**config.mk**
```make
export PLATFORM = sky130hd
export DESIGN_NAME = lcd_gfx_frame_ctrl
export DESIGN_NICKNAME = d
export VERILOG_FILES = /design/src/rtl/lcd_gfx_frame_ctrl.sv
export SDC_FILE = /design/constraint.sdc
export NUM_CORES = 1
export LEC_CHECK = 0
export CAP_MARGIN = 10
export CORE_ASPECT_RATIO = 1.4
export CORE_MARGIN = 3
export CORE_UTILIZATION = 60
export DETAILED_ROUTE_END_ITERATION = 16
export GPL_TIMING_DRIVEN = 0
export PLACE_DENSITY_LB_ADDON = 0.05
export SKIP_CTS_REPAIR_TIMING = 1
export SYNTH_ARGS = -nofsm -noshare
export SYNTH_HDL_FRONTEND = slang
export SYNTH_SLANG_ARGS = --single-unit
```
**constraint.sdc**
```tcl
create_clock -name clk -period 5.9 [get_ports clk]
set_input_delay 1.475 -clock clk [delete_from_list [all_inputs] [get_ports clk]]
set_output_delay 1.475 -clock clk [all_outputs]
set_load 0.1 [all_outputs]
```
**src/rtl/lcd_gfx_frame_ctrl.sv**
```systemverilog
// ST7920-class graphic LCD frame streamer: one-time init, then per-row SETY/SETX
// addressing followed by COL_BYTES data writes read from a synchronous frame memory.
module lcd_gfx_frame_ctrl #(
    parameter int CLK_DIV   = 2500,
    parameter int ROWS      = 64,
    parameter int COL_BYTES = 16,
    parameter int ADDR_W    = 10,
    parameter int RD_LAT    = 1
) (
    input  logic              clk,
    input  logic              rst,
    input  logic              start,
    input  logic              mode,
    output logic              busy,
    output logic              done,
    output logic [ADDR_W-1:0] mem_addr,
    input  logic [7:0]        mem_data,
    output logic              rs,
    output logic              rw,
    output logic              en,
    output logic [7:0]        data
);

    localparam int DIV_W = $clog2(2 * CLK_DIV);
    localparam int ROW_W = $clog2(ROWS);
    localparam int COL_W = (COL_BYTES > 1) ? $clog2(COL_BYTES) : 1;

    typedef enum logic [3:0] {
        S_IDLE, S_INIT0, S_ENTRY, S_DISP, S_INIT1, S_SETY, S_SETX, S_WRITE, S_FIN
    } state_t;

    state_t            state_q, state_d;
    logic [DIV_W-1:0]  div_q, div_d;
    logic [ROW_W-1:0]  row_q, row_d;
    logic [COL_W-1:0]  col_q, col_d;
    logic              mode_q, mode_d;
    logic              init_done_q, init_done_d;
    logic              busy_q, busy_d;
    logic              done_q, done_d;
    logic              en_q, en_d;
    logic              rs_q, rs_d;
    logic [7:0]        data_q, data_d;
    logic [ADDR_W-1:0] mem_addr_q, mem_addr_d;
    logic [7:0]        pix_q, pix_d;
    logic              step_end;
    logic              new_step;
    logic              last_col;
    logic              last_row;
    logic [ADDR_W-1:0] row_base;

    assign step_end = (div_q == DIV_W'(2 * CLK_DIV - 1));
    assign last_col = (col_q == COL_W'(COL_BYTES - 1));
    assign last_row = (row_q == ROW_W'(ROWS - 1));
    assign row_base = ADDR_W'(row_d) * ADDR_W'(COL_BYTES);

    always_comb begin
        state_d     = state_q;
        div_d       = div_q;
        row_d       = row_q;
        col_d       = col_q;
        mode_d      = mode_q;
        init_done_d = init_done_q;
        busy_d      = busy_q;
        done_d      = 1'b0;
        rs_d        = rs_q;
        data_d      = data_q;
        mem_addr_d  = mem_addr_q;
        pix_d       = pix_q;
        new_step    = 1'b0;

        case (state_q)
            S_IDLE: begin
                if (start && !busy_q) begin
                    mode_d     = mode;
                    busy_d     = 1'b1;
                    row_d      = '0;
                    col_d      = '0;
                    div_d      = '0;
                    mem_addr_d = '0;
                    new_step   = 1'b1;
                    state_d    = init_done_q ? S_SETY : S_INIT0;
                end
            end
            S_FIN: begin
                state_d = S_IDLE;
            end
            default: begin
                div_d = step_end ? '0 : div_q + DIV_W'(1);
                if (step_end) begin
                    new_step = 1'b1;
                    case (state_q)
                        S_INIT0: state_d = S_ENTRY;
                        S_ENTRY: state_d = S_DISP;
                        S_DISP:  state_d = S_INIT1;
                        S_INIT1: begin
                            init_done_d = 1'b1;
                            state_d     = S_SETY;
                        end
                        S_SETY:  state_d = S_SETX;
                        S_SETX: begin
                            col_d   = '0;
                            state_d = S_WRITE;
                        end
                        S_WRITE: begin
                            if (last_col) begin
                                col_d = '0;
                                if (last_row) begin
                                    new_step = 1'b0;
                                    state_d  = S_FIN;
                                end else begin
                                    row_d   = row_q + ROW_W'(1);
                                    state_d = S_SETY;
                                end
                            end else begin
                                col_d   = col_q + COL_W'(1);
                                state_d = S_WRITE;
                            end
                        end
                        default: state_d = S_IDLE;
                    endcase
                end
            end
        endcase

        // The frame is over the moment FIN is entered; done rides the single FIN cycle.
        if (state_d == S_FIN) begin
            busy_d = 1'b0;
            done_d = 1'b1;
        end

        if (new_step) begin
            case (state_d)
                S_INIT0: begin rs_d = 1'b0; data_d = 8'h30; end
                S_ENTRY: begin rs_d = 1'b0; data_d = 8'h06; end
                S_DISP:  begin rs_d = 1'b0; data_d = 8'h0C; end
                S_INIT1: begin rs_d = 1'b0; data_d = 8'h36; end
                S_SETY:  begin rs_d = 1'b0; data_d = {3'b100, row_d[4:0]}; end
                S_SETX: begin
                    rs_d   = 1'b0;
                    data_d = (32'(row_d) >= 32) ? 8'h88 : 8'h80;
                    if (!mode_d) mem_addr_d = row_base;
                end
                S_WRITE: begin
                    rs_d   = 1'b1;
                    data_d = mode_d ? 8'h00 : pix_q;
                    if (!mode_d && (col_d != COL_W'(COL_BYTES - 1)))
                        mem_addr_d = row_base + ADDR_W'(col_d) + ADDR_W'(1);
                end
                default: ;
            endcase
        end

        // Memory data for the next WRITE is valid RD_LAT clocks after the address moved.
        if (busy_q && (div_q == DIV_W'(RD_LAT)))
            pix_d = mem_data;

        en_d = (state_d != S_IDLE) && (state_d != S_FIN) && (div_d >= DIV_W'(CLK_DIV));
    end

    always_ff @(posedge clk or posedge rst) begin
        if (rst) begin
            state_q     <= S_IDLE;
            div_q       <= '0;
            row_q       <= '0;
            col_q       <= '0;
            mode_q      <= 1'b0;
            init_done_q <= 1'b0;
            busy_q      <= 1'b0;
            done_q      <= 1'b0;
            en_q        <= 1'b0;
            rs_q        <= 1'b0;
            data_q      <= 8'h00;
            mem_addr_q  <= '0;
            pix_q       <= 8'h00;
        end else begin
            state_q     <= state_d;
            div_q       <= div_d;
            row_q       <= row_d;
            col_q       <= col_d;
            mode_q      <= mode_d;
            init_done_q <= init_done_d;
            busy_q      <= busy_d;
            done_q      <= done_d;
            en_q        <= en_d;
            rs_q        <= rs_d;
            data_q      <= data_d;
            mem_addr_q  <= mem_addr_d;
            pix_q       <= pix_d;
        end
    end

    assign busy     = busy_q;
    assign done     = done_q;
    assign en       = en_q;
    assign rs       = rs_q;
    assign rw       = 1'b0;
    assign data     = data_q;
    assign mem_addr = mem_addr_q;

endmodule
```
* Word level (Yosys, flattened, before mapping)
Cells that the tools add are included.
** Operators by class
- Reduce and logical (&&, ||, !) cells :: 19
- Multiplexer cells :: 43
- Order comparisons :: 2
- Bitwise logic cells :: 1
- Add/sub/neg operators :: 5
- Eq/ne operators :: 22
** Operators by type and width (count)
- 8-bit case mux with 7 select lines :: 1
- 10-bit 2-to-1 mux :: 5
- 4-bit by 3-bit == test with 1-bit output, second input constant :: 8
- 4-bit 2-to-1 mux :: 8
- 6-bit 2-to-1 mux :: 5
- 4-bit case mux with 7 select lines :: 1
- 13-bit 2-to-1 mux :: 2
- 13-bit case mux with 2 select lines :: 1
- 4-bit case mux with 2 select lines :: 3
- 10-bit case mux with 2 select lines :: 1
- 4-bit by 2-bit == test with 1-bit output, second input constant :: 4
- 13-bit by 1-bit adder with 13-bit output, second input constant :: 1
- 13-bit by 1-bit == test with 1-bit output, second input constant :: 1
- 13-bit == test, second input constant :: 1
- 13-bit by 12-bit >= comparator with 1-bit output, second input constant :: 1
- 4-bit == test, second input constant :: 3
- 6-bit case mux with 2 select lines :: 1
- 1-bit 2-to-1 mux :: 11
- 10-bit by 1-bit adder with 10-bit output, second input constant :: 1
- 10-bit by 4-bit adder with 10-bit output :: 1
- 4-bit by 1-bit == test with 1-bit output, second input constant :: 2
- 8-bit 2-to-1 mux :: 1
- 4-bit inequality test, second input constant :: 2
- 7-bit nonzero test :: 1
- 16 further kinds :: 26
** Word-level totals
- Input port bits :: 12
- Word-level logic and storage cells :: 105
- Output and inout port bits :: 23
- Register bits :: 59

* Logic depth before layout (Yosys ltp)
Gate-level depths: netlist (run 1).
- Depth after elaboration :: 11
- Gate-level depth with buffers :: 12
- Gate-level depth less buffers :: 11

* Worst setup path before layout (run 1)
No wires, ideal clock.
- Path kind :: input to register
- Start point :: in start
- End point :: reg data_q[3], in the netlist data[3]
- Library setup time :: 0.126 ns
- Stages :: 8
- Slack :: 2.430 ns
- Data required time :: 5.774 ns
- Data arrival time :: 3.344 ns
- Cells stage by stage :: or3b_2 > nor2_1 > a211oi_1 > or2_4 > buf_6 > nand3_1 > nand2_1 > a221o_1
** Between the ends
- Word-level cells in the longest chain between the ends :: 6
- Elaborated cells between the ends (all ways) :: 22
- Classes of those cells :: 1 x order compare; 7 x eq/ne; 11 x mux; 3 x reduce/logical
** RTL lines
- start: declaration :: line 12 : input logic start,
- 1-bit logical AND (*) :: line 73 : if (start && !busy_q) begin
- 6-bit 2-to-1 mux or 4-bit 2-to-1 mux (tied branches) :: line 73
- 6-bit case mux with 2 select lines or 4-bit case mux with 2 select lines (tied branches) :: line 71 : case (state_q)
- 6-bit >= comparator, or another cell as far along :: line 140 : data_d = (32'(row_d) >= 32) ? 8'h88 : 8'h80;
- 4-bit 2-to-1 mux or 7-bit nonzero test (tied branches)
- 8-bit case mux with 7 select lines or 2-bit AND reduction (tied branches)
- end signal: assignment :: line 186 : data_q <= data_d;
- end: declaration :: line 42 : logic [7:0] data_q, data_d;
Every way passes the cells marked *; elsewhere a longest branch is shown, timed or not.
A chain may end at the register's enable or synchronous reset.

* Worst setup path in the final report (run 1)
Same ends and word-level chain as after synthesis.

==> results of run 1 <==
sequential cells by signal, summed over array words and instances (netlist names):
| register | count |
|---|---|
| busy | 1 |
| init_done_q | 1 |
| rs | 1 |
| pix_q | 8 |
| state_q | 4 |
| mem_addr | 10 |
| mode_q | 1 |
| en | 1 |
| col_q | 4 |
| div_q | 13 |
| row_q | 6 |
| done | 1 |
| data | 8 |
per-stage QoR:
stage | hold WS [ns] | cells | instance area, um2 | util, % | worst slack (ns)
after floorplan | 0.444 | 361 | 3320 | - | 2.43
after global placement | 0.454 | 460 | 3730 | 70.8 | 1.56
after detailed placement | 0.466 | 461 | 3750 | 71.2 | 1.56
after CTS | 0.481 | 477 | 4030 | 76.4 | 1.90
after global routing | 0.508 | 477 | 4030 | 76.4 | 1.79
final | 0.480 | 477 | 4030 | 76.4 | 1.89
synthesized netlist by cell type, types with 4 or more instances:
| cell type | count | area share (%) |
|---|---|---|
| a211oi_1 | 4 | 0.90 |
| mux2_2 | 9 | 3.1 |
| o211ai_1 | 7 | 1.6 |
| nand3_1 | 25 | 3.8 |
| a21oi_1 | 17 | 2.6 |
| o21ai_0 | 28 | 4.2 |
| clkbuf_1 | 13 | 1.5 |
| nor3_1 | 9 | 1.4 |
| inv_1 | 15 | 1.7 |
| o31ai_1 | 4 | 0.90 |
| and3_1 | 10 | 1.9 |
| ha_1 | 5 | 1.9 |
| a31oi_1 | 6 | 1.1 |
| nand4_1 | 9 | 1.7 |
| nand2_1 | 44 | 5.0 |
| dfrtp_1 | 59 | 44 |
| nor2_1 | 22 | 2.5 |
area by class of cell:
class                      count  share of cell area [%]
timing repair buffer          34                    8.69
tap                           66                    2.05
buffer                        18                    2.20
clock buffer                  12                    3.85
inverter                      16                    1.49
sequential                    59                    36.6
multi-input combinational    268                    42.1
clock inverter                 4                    2.98
tightest hold or removal path, cell delays in order (launching register included):
cell	delay [ns]
dfrtp_1	0.34
nand2_1	0.05
o31ai_1	0.05
power groups by stage:
stage               Combinational [uW]  Clock, uW  Sequential [uW]
finish                             293        508              503
global route                       320        529              508
CTS                                290        511              502
detailed placement                 287          0              510
global placement                   280          0              506
floorplan                          204          0              510
cell families (layout without fill, tap and decap cells):
logic type | after synthesis | in the layout | share of synthesized area (%)
AND/OR/NAND/NOR | 154 | 154 | 25.3
AO/OA/AOI/OAI | 94 | 94 | 19.2
flip-flops | 59 | 59 | 44.4
buffers and inverters | 34 | 84 | 4.48
multiplexers | 11 | 11 | 3.77
adder cells (fa/ha/maj) | 5 | 5 | 1.88
XOR/XNOR | 3 | 3 | 0.791
other | 1 | 1 | 0.113
per-layer routing:
layer  share of wire, %  track usage (%)
met1                 40             33.3
met2                 52             47.3
met3                4.8             6.35
met4                3.2             15.3
met5                  0                0
worst min path at each step:
stage,from,endpoint,cells after the start
3_3_place_gp,pix_q[1],data[1],1
5_1_grt,data[0],data[0],2
2_1_floorplan,pix_q[1],data[1],1
4_1_cts,data[0],data[0],2
3_5_place_dp,data[0],data[0],2
6_report,data[0],data[0],2
==> flow_summary.toml, run 1 <==
[sta]
post-route-period-util_pct = 68.0
fmax_mhz = 249
worst_slew_pin_slew_ns = 0.978
final.setup.tns_ns = 0
finalHoldViolations = 0
rsz0062_at_grt = "false"
finalSetupViolCount = 0
worst_slew_margin_rel_pct = 34.6
skew_ns = 0.00779
slew_viol_final = 0
min_period_ns = 4.01

[synth]
synthFlopType = "dfrtp_1"
async_reset_ff_share_pct = 100
ys_seq_elements = 59
ys_warn_count = 0
synth-edff-count = 0
synthCells = 361
syn-num-nets = 378
synth-seq-area-share_pct = 44.4
synth_area_um2 = 3320
syn_avg_cell_area_um2 = 9.20
synth.distinct_cells = 63

[critical_path]
cp_num_buf_inv = 2
path_max_fanout = 10
cp_data_arrival_time_ns = 4.24
end_kind = "flip-flop"
crit_start = "start"
r2r_cells = 6
crit_type = "in2reg"
crit_end = "data[3]"
r2r-end = "data[3]"
path_delay_family = "simple AND/OR/NAND/NOR gates"
crit_cells = 9
critPathLaunchType = "input pin"
max_stage_delay_ns = 0.49
cp.required_ns = 6.13
r2r_start = "div_q[3]"
crit_chain = "clkdlybuf4s50_1 -> or3b_2 -> nor2_1 -> a211oi_1 -> or2_4 -> buf_6 -> nand3_1 -> nand2_1 -> a221o_1"
r2r_slack_ns = 2.32
critPathSlowestCell = "clkdlybuf4s50_1"

[die]
start_util_pct = 63.0
chipHeight_um = 94.0
rows = 31
core_area_um2 = 5280
die-area_um2 = 6480
die_w_um = 68.9
io_pins = 35

[route]
drc = 0
detail-route-antenna-nets = 0
drt-initial-drc-count = 158
vias_per_cell = 6.22
wl_per_cell_um = 17.8
finalWirelength_mm = 8.47
drtPass1Iterations = 5
vias = 2967

[pwr]
power.density_nw_per_um2 = 324
p_total_uw = 1300
ir_worst_vdd_mv = 0.252
switchingPower_uw = 389
swShare_pct = 29.8
power.share.sequential_pct = 38.6
leakage_uw = 0.00175
p_int_uw = 916
p_clk_share_pct = 39.0
pwr-share-comb_pct = 22.5

[clock_tree]
cts_tree = "done"
cts.sinks = 59
clk_pin_slew_ns = 0.07
cts_buffer_depth = 2
cts.htree.levels = 3
clock_latency_ns = 0.35
numCtsBuffers = 9
cts_root_buf = "clkbuf_8"

[cells_and_area]
layout_common_cells = "dfrtp_1, nand2_1, clkdlybuf4s50_1"
multiInputGateArea_um2 = 1700
syn_to_final_growth_pct = 21.3
final_nets = 423
final_common_cell = "dfrtp_1"
n_fill_cell = 392
final_layout_size_suffix_gt1_share_pct = 11.7
regArea_um2 = 1480
antennaDiodeCount = 0

[global_routing]
grt_max_degree = 36
grt_pass1_vias = 2882
grt_overflow = 0
grt_antenna_before_repair = 0
grt.total_usage_pct = 28.5
grt_pass1_wl_mm = 13.7

[run_status]
status = "finished clean"

[worst_hold_path]
hold_path_class = "reg2reg"

[place]
gp_congestion = 0.838
portBuffers = 33
hpwl_mm = 6.06

[flow_run]
drv_cap = 0
(Power assumes the default switching activity.)
==> inputs of run 2 (changes only) <==
- CORE_UTILIZATION: 60 -> 51
- clock period: 5.9 -> 3.49 ns (I/O delays scaled with it)
==> flow_summary.toml, run 2 (same netlist as run 1, synthesis figures left out) <==
[die]
die-area_um2 = 7530
io_pins = 35
rows = 34
start_util_pct = 53.1
chipHeight_um = 101
die_w_um = 74.2
core_area_um2 = 6250

[critical_path]
path_max_fanout = 10
end_kind = "flip-flop"
critPathLaunchType = "flip-flop"
cp.required_ns = 3.71
crit_type = "reg2reg"
r2r_start = "div_q[3]"
r2r_slack_ns = 0.14
cp_data_arrival_time_ns = 3.57
r2r_cells = 9
crit_start = "div_q[3]"

[cells_and_area]
fin_cells = 484
final_nets = 425
final_common_cell = "dfrtp_1"
layout_common_cells = "dfrtp_1, nand2_1, clkdlybuf4s50_1"
post-route-util_pct = 64.2
n_fill_cell = 554
stdcell_area_um2 = 4020
largest_reg_flops = 13
syn_to_final_growth_pct = 20.9
final_layout_size_suffix_gt1_share_pct = 13.1
regMostFlops = "div_q"
multiInputGateArea_um2 = 1730
antennaDiodeCount = 0
regArea_um2 = 1480

[sta]
worst_slew_pin_slew_ns = 0.978
skew_ns = 0.0101
min_period_ns = 3.35
finalSetupViolCount = 0
fmax_mhz = 299
slew_viol_final = 0
worst_slew_margin_rel_pct = 34.6
rsz0062_at_grt = "false"
layout_setup_ws_ns = 0.144
finalHoldViolations = 0
post-route-period-util_pct = 95.9

[pwr]
leakage_uw = 0.00173
ir_worst_vdd_mv = 0.365
switchingPower_uw = 645
power.density_nw_per_um2 = 494
pwr-share-comb_pct = 25.4
swShare_pct = 32.5
p_clk_share_pct = 31.4
p_int_uw = 1340
p_total_uw = 1980
power.share.sequential_pct = 43.3

[clock_tree]
clk_pin_slew_ns = 0.07
cts_tree = "done"
cts_buffer_depth = 2
clock_latency_ns = 0.34
cts_root_buf = "clkbuf_8"
cts.htree.levels = 3
numCtsBuffers = 9
cts.sinks = 59

[global_routing]
grt_max_degree = 43
grt.total_usage_pct = 24.3
grt_pass1_wl_mm = 13.8
grt_antenna_before_repair = 0
grt_overflow = 0
grt_pass1_vias = 2855

[route]
detail-route-antenna-nets = 0
vias = 2947
drtPass1Iterations = 5
finalWirelength_mm = 8.36
wl_per_cell_um = 17.3
drt-initial-drc-count = 137
drc = 0
vias_per_cell = 6.09

[place]
place_inst = 467
gp_congestion = 0.891
place_ws_ns = -0.303
post_dp_cell_area_um2 = 3760
hpwl_mm = 6.14
portBuffers = 33

[run_status]
status = "finished clean"

[worst_hold_path]
hold_path_class = "reg2reg"
worst_hold_path.num_cells = 1
hp-start = "pix_q[1]"

[flow_run]
drv_cap = 0
[run 2: routing by layer]
layer,GRT usage (%),vias to the layer above,share of wire [%]
li1,-,1428,-
met1,30.0,1427,43
met2,40.5,75,51
met3,5.06,17,3.5
met4,10.7,0,2.9
met5,0,-,0
[run 2: final timing paths]
path | endpoint
worst max register to register | data[3]
min in group asynchronous | div_q[2]
worst max-delay path | data[3]
worst min register to register | data[1]
max in group asynchronous | row_q[3]
worst min-delay path | data[1]
[run 2: final cells by class]
cell class	count	share of cell area, %
Buffer	17	2.18
Timing Repair Buffer	37	9.29
Inverter	16	1.50
Tap cell	72	2.24
Sequential cell	59	36.8
Clock buffer	13	3.96
Multi-Input combinational cell	268	43.2
Clock inverter	2	0.873
[run 2: metrics by stage]
stage,setup TNS (ns),hold slack [ns]
after global routing,0,0.511
after detailed placement,-2.01,0.467
final,0,0.478
after CTS,-0.128,0.480
after global placement,-1.89,0.451
after floorplan,0,0.444
[run 2: power by group through the flow]
stage / Combinational, uW / Sequential (uW) / Clock, uW
after global routing: 554 / 871 / 664
after detailed placement: 490 / 861 / 0
after floorplan: 345 / 863 / 0
after CTS: 491 / 848 / 637
final: 503 / 859 / 623
after global placement: 480 / 857 / 0
[run 2: critical path: stages, from the launching register on]
cell     delay [ns]
dfrtp_1        0.44
or4_4          0.61
or4_4          0.54
buf_6          0.16
o21a_1         0.18
or2_4          0.28
buf_6          0.15
nand3_1        0.23
nand2_1        0.23
a221o_1        0.41
==> inputs of run 3 (changes only) <==
- CORE_ASPECT_RATIO: 1.4 -> not set
- PLACE_DENSITY: not set -> 0.76
- PLACE_DENSITY_LB_ADDON: 0.05 -> not set
==> flow_summary.toml, run 3 (same netlist as run 1, synthesis figures left out) <==
[place]
gp_congestion = 0.896
hpwl_mm = 5.95
place_ws_ns = -0.181
portBuffers = 33

[pwr]
leakage_uw = 0.00174
ir_worst_vdd_mv = 0.352
power.density_nw_per_um2 = 509

[sta]
holdWs_ns = 0.482
worst_slew_margin_rel_pct = 32.5
skew_ns = 0.00572
min_period_ns = 3.37
post-route-period-util_pct = 96.6
worst_slew_pin_slew_ns = 1.01
finalHoldViolations = 0
finalSetupViolCount = 0
final.setup.tns_ns = 0
slew_viol_final = 0
layout_setup_ws_ns = 0.118
fmax_mhz = 297

[cells_and_area]
syn_to_final_growth_pct = 21.7
final_nets = 424
layout_common_cells = "dfrtp_1, nand2_1, clkdlybuf4s50_1"
final_layout_size_suffix_gt1_share_pct = 13.8
antennaDiodeCount = 0
final_common_cell = "dfrtp_1"
regMostFlops = "div_q"
largest_reg_flops = 13

[global_routing]
grt_pass1_vias = 2928
gr-max-usage-layer = "met2"
grt_antenna_before_repair = 0
grt_max_degree = 37
grt_pass1_wl_mm = 14.2
use_met2_pct = 38.9
use_met3_pct = 4.94
met1_usage_pct = 32.3
grt_overflow = 0
grt.total_usage_pct = 24.4

[die]
start_util_pct = 54.5
core_area_um2 = 6100
die-area_um2 = 7520
io_pins = 35
chipHeight_um = 86.7
rows = 28
die_w_um = 86.7

[critical_path]
crit_type = "reg2reg"
end_kind = "flip-flop"
cp_data_arrival_time_ns = 3.60
path_max_fanout = 7
cp.required_ns = 3.72
critPathLaunchType = "flip-flop"
r2r_slack_ns = 0.12

[route]
detail-route-antenna-nets = 0
finalWirelength_mm = 8.56
vias = 3013
drtPass1Iterations = 5
drt-initial-drc-count = 342
drc = 0
vias_per_cell = 6.19
wl_per_cell_um = 17.6

[clock_tree]
cts.sinks = 59
clk_pin_slew_ns = 0.07
numCtsBuffers = 9
cts_root_buf = "clkbuf_8"
clock_latency_ns = 0.35
cts_tree = "done"
cts.htree.levels = 3
cts_buffer_depth = 2

[worst_hold_path]
hold_path_class = "reg2reg"

[run_status]
status = "finished clean"

[flow_run]
drv_cap = 0
run 3: report_power, final:
part           internal, uW  switching, uW  total (uW)  leakage, uW
Sequential              775           79.9         855     0.000773
Combinational           196            301         497     0.000861
Clock                   406            302         708     0.000106
run 3: layout make-up:
cell class,count,area [um2]
Timing Repair Buffer,36,365
Inverter,16,60.1
Sequential cell,59,1480
Multi-Input combinational cell,268,1730
Tap cell,75,93.8
Fill cell,521,2050
Buffer,17,88.8
Clock buffer,9,124
Clock inverter,7,101
run 3: worst max-delay path, stage by stage, from the launching register on:
cell	delay [ns]
dfrtp_1	0.44
or4_4	0.60
nor4_2	0.66
nor2_1	0.31
and3_1	0.25
a211o_1	0.24
or3_1	0.37
o2111ai_1	0.27
a21oi_1	0.10
run 3: final timing paths:
path / cells past startpoint / from / endpoint
max reg2reg: 8 / div_q[3] / en
min: 1 / pix_q[1] / data[1]
min reg2reg: 1 / pix_q[1] / data[1]
min in group asynchronous: 2 / rst / div_q[12]
max in group asynchronous: 3 / rst / row_q[3]
max: 8 / div_q[3] / en
run 3: per-layer routing:
layer / share of wire, % / up-vias
li1: - / 1426
met1: 45 / 1454
met2: 48 / 115
met3: 4.7 / 18
met4: 2.1 / 0
met5: 0 / -
run 3: stage by stage:
step / std cells / cell area [um2] / util [%] / power [uW]
3_5_place_dp: 470 / 3770 / 61.8 / 1340
6_report: 487 / 4040 / 66.3 / 2060
3_3_place_gp: 469 / 3750 / 61.5 / 1320
4_1_cts: 486 / 3990 / 65.5 / 2050
5_1_grt: 487 / 4040 / 66.3 / 2170
2_1_floorplan: 361 / 3320 / - / 1210
